### config.mk
export PLATFORM = sky130hd
export DESIGN_NAME = matrix_result_serializer
export DESIGN_NICKNAME = d
export VERILOG_FILES = /design/src/rtl/gemm_pkg.sv /design/src/rtl/matrix_result_serializer.sv
export SDC_FILE = /design/constraint.sdc
export NUM_CORES = 1
export LEC_CHECK = 0
export ABC_CLOCK_PERIOD_IN_PS = 4900
export CORE_MARGIN = 5
export CORE_UTILIZATION = 30
export CTS_CLUSTER_SIZE = 14
export DETAILED_ROUTE_END_ITERATION = 7
export SLEW_MARGIN = 20
export SYNTH_ARGS = -nofsm -noshare
export SYNTH_HDL_FRONTEND = slang
export SYNTH_SLANG_ARGS = --single-unit
export TNS_END_PERCENT = 100
### constraint.sdc
create_clock -name clk -period 4.9 [get_ports clk]
set_input_delay 0.98 -clock clk [delete_from_list [all_inputs] [get_ports clk]]
set_output_delay 0.98 -clock clk [all_outputs]
set_load 0.005 [all_outputs]
### src/rtl/gemm_pkg.sv
// Shared definitions for the GEMM result path: serializer state encoding
// and the helper that locates one matrix element in a flattened result word.
package gemm_pkg;

  typedef enum logic [1:0] {
    ST_IDLE   = 2'd0,
    ST_WAIT   = 2'd1,
    ST_STREAM = 2'd2
  } ser_state_t;

  localparam int unsigned LAT_CNT_W = 8;

  // Lowest bit position of element k when elements of width dw are packed LSB-first.
  function automatic int elem_lo(input int k, input int dw);
    return k * dw;
  endfunction

endpackage

### src/rtl/matrix_result_serializer.sv
// Captures a flattened SIZE x SIZE result matrix LATENCY cycles after start and
// streams it out one element per valid/ready handshake in row-major order.
//
// state     | meaning
// ST_IDLE   | waiting for start; outputs quiet
// ST_WAIT   | counting down to the cycle the result word is valid
// ST_STREAM | presenting element k until accepted; last accept returns to idle
module matrix_result_serializer
  import gemm_pkg::*;
#(
  parameter int INPUT_DATA_WIDTH = 512,
  parameter int DATA_WIDTH       = 32,
  parameter int SIZE             = 4,
  parameter int LATENCY          = 3,
  localparam int RW              = (SIZE > 1) ? $clog2(SIZE) : 1
) (
  input  logic                        clk,
  input  logic                        rst_n,
  input  logic                        start,
  input  logic [INPUT_DATA_WIDTH-1:0] data_in,
  output logic                        m_valid,
  input  logic                        m_ready,
  output logic [DATA_WIDTH-1:0]       m_data,
  output logic [RW-1:0]               m_row,
  output logic [RW-1:0]               m_col,
  output logic                        m_last,
  output logic                        busy,
  output logic                        done
);

  localparam int N  = SIZE * SIZE;
  localparam int KW = (N > 1) ? $clog2(N) : 1;
  localparam int BW = (INPUT_DATA_WIDTH > 1) ? $clog2(INPUT_DATA_WIDTH) : 1;

  ser_state_t                  state_q, state_d;
  logic [LAT_CNT_W-1:0]        cnt_q, cnt_d;
  logic [KW-1:0]               k_q, k_d;
  logic [INPUT_DATA_WIDTH-1:0] buf_q, buf_d;
  logic                        m_valid_q, m_valid_d;
  logic                        busy_q, busy_d;
  logic                        done_q, done_d;
  logic [BW-1:0]               lo;

  always_comb begin
    state_d   = state_q;
    cnt_d     = cnt_q;
    k_d       = k_q;
    buf_d     = buf_q;
    m_valid_d = m_valid_q;
    busy_d    = busy_q;
    done_d    = 1'b0;
    case (state_q)
      ST_IDLE: begin
        if (start) begin
          state_d = ST_WAIT;
          cnt_d   = LAT_CNT_W'(LATENCY - 1);
          busy_d  = 1'b1;
        end
      end
      ST_WAIT: begin
        if (cnt_q == '0) begin
          buf_d     = data_in;
          state_d   = ST_STREAM;
          m_valid_d = 1'b1;
        end else begin
          cnt_d = cnt_q - 1'b1;
        end
      end
      ST_STREAM: begin
        if (m_ready) begin
          if (k_q == KW'(N - 1)) begin
            state_d   = ST_IDLE;
            k_d       = '0;
            m_valid_d = 1'b0;
            busy_d    = 1'b0;
            done_d    = 1'b1;
          end else begin
            k_d = k_q + 1'b1;
          end
        end
      end
      default: begin
        state_d   = ST_IDLE;
        k_d       = '0;
        m_valid_d = 1'b0;
        busy_d    = 1'b0;
      end
    endcase
  end

  always_ff @(posedge clk or negedge rst_n) begin
    if (!rst_n) begin
      state_q   <= ST_IDLE;
      cnt_q     <= '0;
      k_q       <= '0;
      buf_q     <= '0;
      m_valid_q <= 1'b0;
      busy_q    <= 1'b0;
      done_q    <= 1'b0;
    end else begin
      state_q   <= state_d;
      cnt_q     <= cnt_d;
      k_q       <= k_d;
      buf_q     <= buf_d;
      m_valid_q <= m_valid_d;
      busy_q    <= busy_d;
      done_q    <= done_d;
    end
  end

  // Output mux reads only flops, so data/index stay stable while stalled.
  assign lo      = BW'(elem_lo(32'(k_q), DATA_WIDTH));
  assign m_data  = buf_q[lo +: DATA_WIDTH];
  assign m_row   = RW'(k_q / KW'(SIZE));
  assign m_col   = RW'(k_q % KW'(SIZE));
  assign m_last  = m_valid_q & (k_q == KW'(N - 1));
  assign m_valid = m_valid_q;
  assign busy    = busy_q;
  assign done    = done_q;

endmodule
==> impl_metrics.ini <==
[critical_path]
critical_path_buf_inv_count = 2
timing.critical_path.mode_cell = sky130_fd_sc_hd__mux2i_1
crit-reg2reg-capture = buf_q[427]$_DFFE_PN0P_
regToRegStartpoint = cnt_q[4]$_DFFE_PN0P_
crit_fanout = 26
cp_slowest_cell = sky130_fd_sc_hd__dfrtp_4
worst_reg2reg_path_depth = 5
timing.critical_path.arrival_ns = 3.81
worst-endpoint-required_ns = 3.92
critical_path.endpoint_type = primary output
crit_chain = buf_4 > mux2i_1 > a22oi_1 > mux2i_1 > o21ai_0 > clkdlybuf4s50_1
crit_path_start_kind = flip-flop
crit_family = buffers and inverters
criticalPathCategory = reg -> out
worstSetupPathDepth = 6
worst_path_largest_cell_delay_ns = 0.75
reg2reg_slack_ns = 1.67

[synth]
number_of_flops_mapped_to_enable_cells_by_yosys = 0
ys_top_cells_by_area = sky130_fd_sc_hd__dfrtp_1 54%, sky130_fd_sc_hd__nand2_1 24%, sky130_fd_sc_hd__mux4_2 8.9%, sky130_fd_sc_hd__mux2i_1 4.1%, sky130_fd_sc_hd__buf_6 2.4%
synth_area_per_cell_um2 = 9.38
synth_flop_cell = sky130_fd_sc_hd__dfrtp_1
async_flop_share_pct = 100
yosys_warnings = 0
synth_area_leader_cell = sky130_fd_sc_hd__dfrtp_1
postSynthNetCount = 3120
synth_seq_cells = 529
sequential_share_of_the_synthesized_area_pct = 54.3
synthesis.area_um2 = 24400
yosys.area.top_type_share_pct = 54.3
synth_cell_types = 35
syn-instance-count = 2601

[cts]
cts-htree-levels = 2
cts_max_path_buffers = 3
clock_latency_ns = 0.61
postCtsSetupRepairBufs = 0
cts.repair.resized = 0
cts_num_sinks = 529
post_cts_hold_buffer_count = 0
clk_root_buffer_cell = sky130_fd_sc_hd__clkbuf_16
cts_inserted_buffers = 58
tritoncts = built
clk_pin_slew_worst_paths_ns = 0.06

[timing]
hold_violations = 0
layout_worst_path_cycle_share_pct = 97.8
setup_slack_ns = 0.107
report.final.slew_viol_count = 0
max_clock_freq_mhz = 209
tightest_slew_ns = 1.32
whs_ns = 0.458
fin_worst_skew_ns = 0.00836
worst_case_headroom_to_the_max_slew_limit_pct = 12.1
total_of_endpoints_with_negative_setup_slack_in_the_final_report = 0
setup_total_negative_slack_ns = 0
rsz0062_at_grt = false
final_period_minus_worst_setup_slack_ns = 4.79

[grt]
grt-ovfl-total = 0
grt_use_total_pct = 22.4
first_pass_grt_wire_length_um = 144000
first_global_vias = 20700
antenna_violations_before_repair = 13
grt_start_max_net_pins = 228

[flow_run]
maxCapViolCount = 0

[power]
pwr_density_cell_nw_per_um2 = 609
static-leakage-power_uw = 0.0147
max-vdd-ir-drop_mv = 0.361

[floorplan]
chipWidth_um = 295
row_count = 104
ios = 556
dieHeight_um = 295
floorplan_die_area_um2 = 87100
core_region_area_um2 = 80500
initial_utilization_pct = 30.3

[layout]
final-instance-count-excl-fill = 4195
final_cell_area_um2 = 32600
post_layout_nets = 3605
areaGrowthSynthToFinish_pct = 33.7
drive_gt1_share_pct = 7.42

[placed_design]
port_buffers = 555
numPlacedInstances = 4086
place_hpwl_um = 78400
pre_cts_ws_ns = 0.767
place_area_um2 = 30700
place_congestion = 0.925

[drt]
route.final.wire_length_um = 101000
drcViolationCount = 0
vias_per_instance = 4.84
route.detailed.wl_per_inst_um = 24.1
first_drt_pass_iteration_count = 5
dr_vias = 20300
ant_nets = 0
number_of_drc_violations_after_detailed_routing_iteration_0 = 1753

[min_path]
hp-class = in -> async

[run_status]
status = completed
## layout make-up
| cell class | instances | area (um^2) |
|---|---|---|
| fill | 7913 | 47900 |
| sequential | 529 | 13200 |
| multi-input combinational | 1899 | 10100 |
| timing repair buffer | 592 | 5990 |
| clock buffer | 81 | 1650 |
| tap | 1060 | 1330 |
| clock inverter | 20 | 305 |
| inverter | 6 | 22.5 |
| antenna | 8 | 20.0 |
## worst reg2reg max path, delay by kind of cell (launching register included)
family        cells  cell delay (ns)
buf+inv           1             0.35
simple gates      4             2.34
flops             1             0.41
## per-layer routing
layer / up-vias / global-route usage, % / share of wire, %
met3: 119 / 5.41 / 7.8
li1: 9362 / - / -
met4: 4 / 6.14 / 2.7
met1: 10100 / 29.5 / 41
met2: 775 / 37.3 / 48
met5: - / 0 / 0.034
## placed cells by master, fill, tap and decap left out, types with 4 or more instances in the layout
cell type and count:
sky130_fd_sc_hd__a22oi_1 32, sky130_fd_sc_hd__buf_12 12, sky130_fd_sc_hd__diode_2 8, sky130_fd_sc_hd__nor3_1 4
sky130_fd_sc_hd__bufinv_16 7, sky130_fd_sc_hd__dfrtp_1 526, sky130_fd_sc_hd__mux4_2 96, sky130_fd_sc_hd__mux2i_1 100
sky130_fd_sc_hd__clkbuf_16 58, sky130_fd_sc_hd__a21oi_1 5, sky130_fd_sc_hd__clkdlybuf4s50_1 554, sky130_fd_sc_hd__clkbuf_1 12
sky130_fd_sc_hd__buf_4 25, sky130_fd_sc_hd__o21ai_0 38, sky130_fd_sc_hd__inv_1 6, sky130_fd_sc_hd__clkinv_2 6
sky130_fd_sc_hd__a32oi_1 32, sky130_fd_sc_hd__nor2_1 12, sky130_fd_sc_hd__clkbuf_8 11, sky130_fd_sc_hd__nand3_1 5
sky130_fd_sc_hd__nand2_1 1543
## where the power goes
| group | internal, uW | switching, uW |
|---|---|---|
| logic | 3030 | 3750 |
| registers | 6620 | 1900 |
| clock network | 2700 | 1870 |
## registers in the layout, summed over array words and instances, names as in the netlist
register  count
m_valid       1
k_q           4
buf_q       512
done          1
cnt_q         8
busy          1
state_q       2
## worst max-delay path by stage
stage,start,to
final,k_q[0]$_DFFE_PN0P_,m_data[3]
after global routing,k_q[0]$_DFFE_PN0P_,m_data[3]
after CTS,k_q[0]$_DFFE_PN0P_,m_data[3]
after detailed placement,k_q[0]$_DFFE_PN0P_,m_data[3]
after global placement,k_q[0]$_DFFE_PN0P_,m_data[3]
after floorplan,k_q[0]$_DFFE_PN0P_,m_data[0]
## synthesized netlist by cell type, types with 12 or more instances
library cell               count
sky130_fd_sc_hd__nand2_1    1543
sky130_fd_sc_hd__dfrtp_1     529
sky130_fd_sc_hd__mux2i_1     100
sky130_fd_sc_hd__mux4_2       96
sky130_fd_sc_hd__buf_2        60
sky130_fd_sc_hd__buf_6        52
sky130_fd_sc_hd__clkbuf_1     43
sky130_fd_sc_hd__o21ai_0      38
sky130_fd_sc_hd__a22oi_1      32
sky130_fd_sc_hd__a32oi_1      32
sky130_fd_sc_hd__nor2_1       13
sky130_fd_sc_hd__buf_1        12
## cell families (layout without fill, tap and decap cells)
group | count (synthesis) | after routing | share of synthesized area [%]
AND/OR/NAND/NOR | 1583 | 1583 | 24.7
flip-flops | 529 | 529 | 54.3
multiplexers | 196 | 196 | 13.0
buffers and inverters | 173 | 699 | 4.57
AO/OA/AOI/OAI | 115 | 115 | 3.28
adder cells (fa/ha/maj) | 3 | 3 | 0.154
XOR/XNOR | 2 | 2 | 0.0718
other | 0 | 8 | 0
## stage by stage
stage	util (%)	total power [uW]
2_1_floorplan	-	11600
3_3_place_gp	38.1	15300
3_5_place_dp	38.1	15400
4_1_cts	40.5	20000
5_1_grt	40.5	21100
6_report	40.5	19900
No activity file was read; power rests on OpenSTA's default activity.
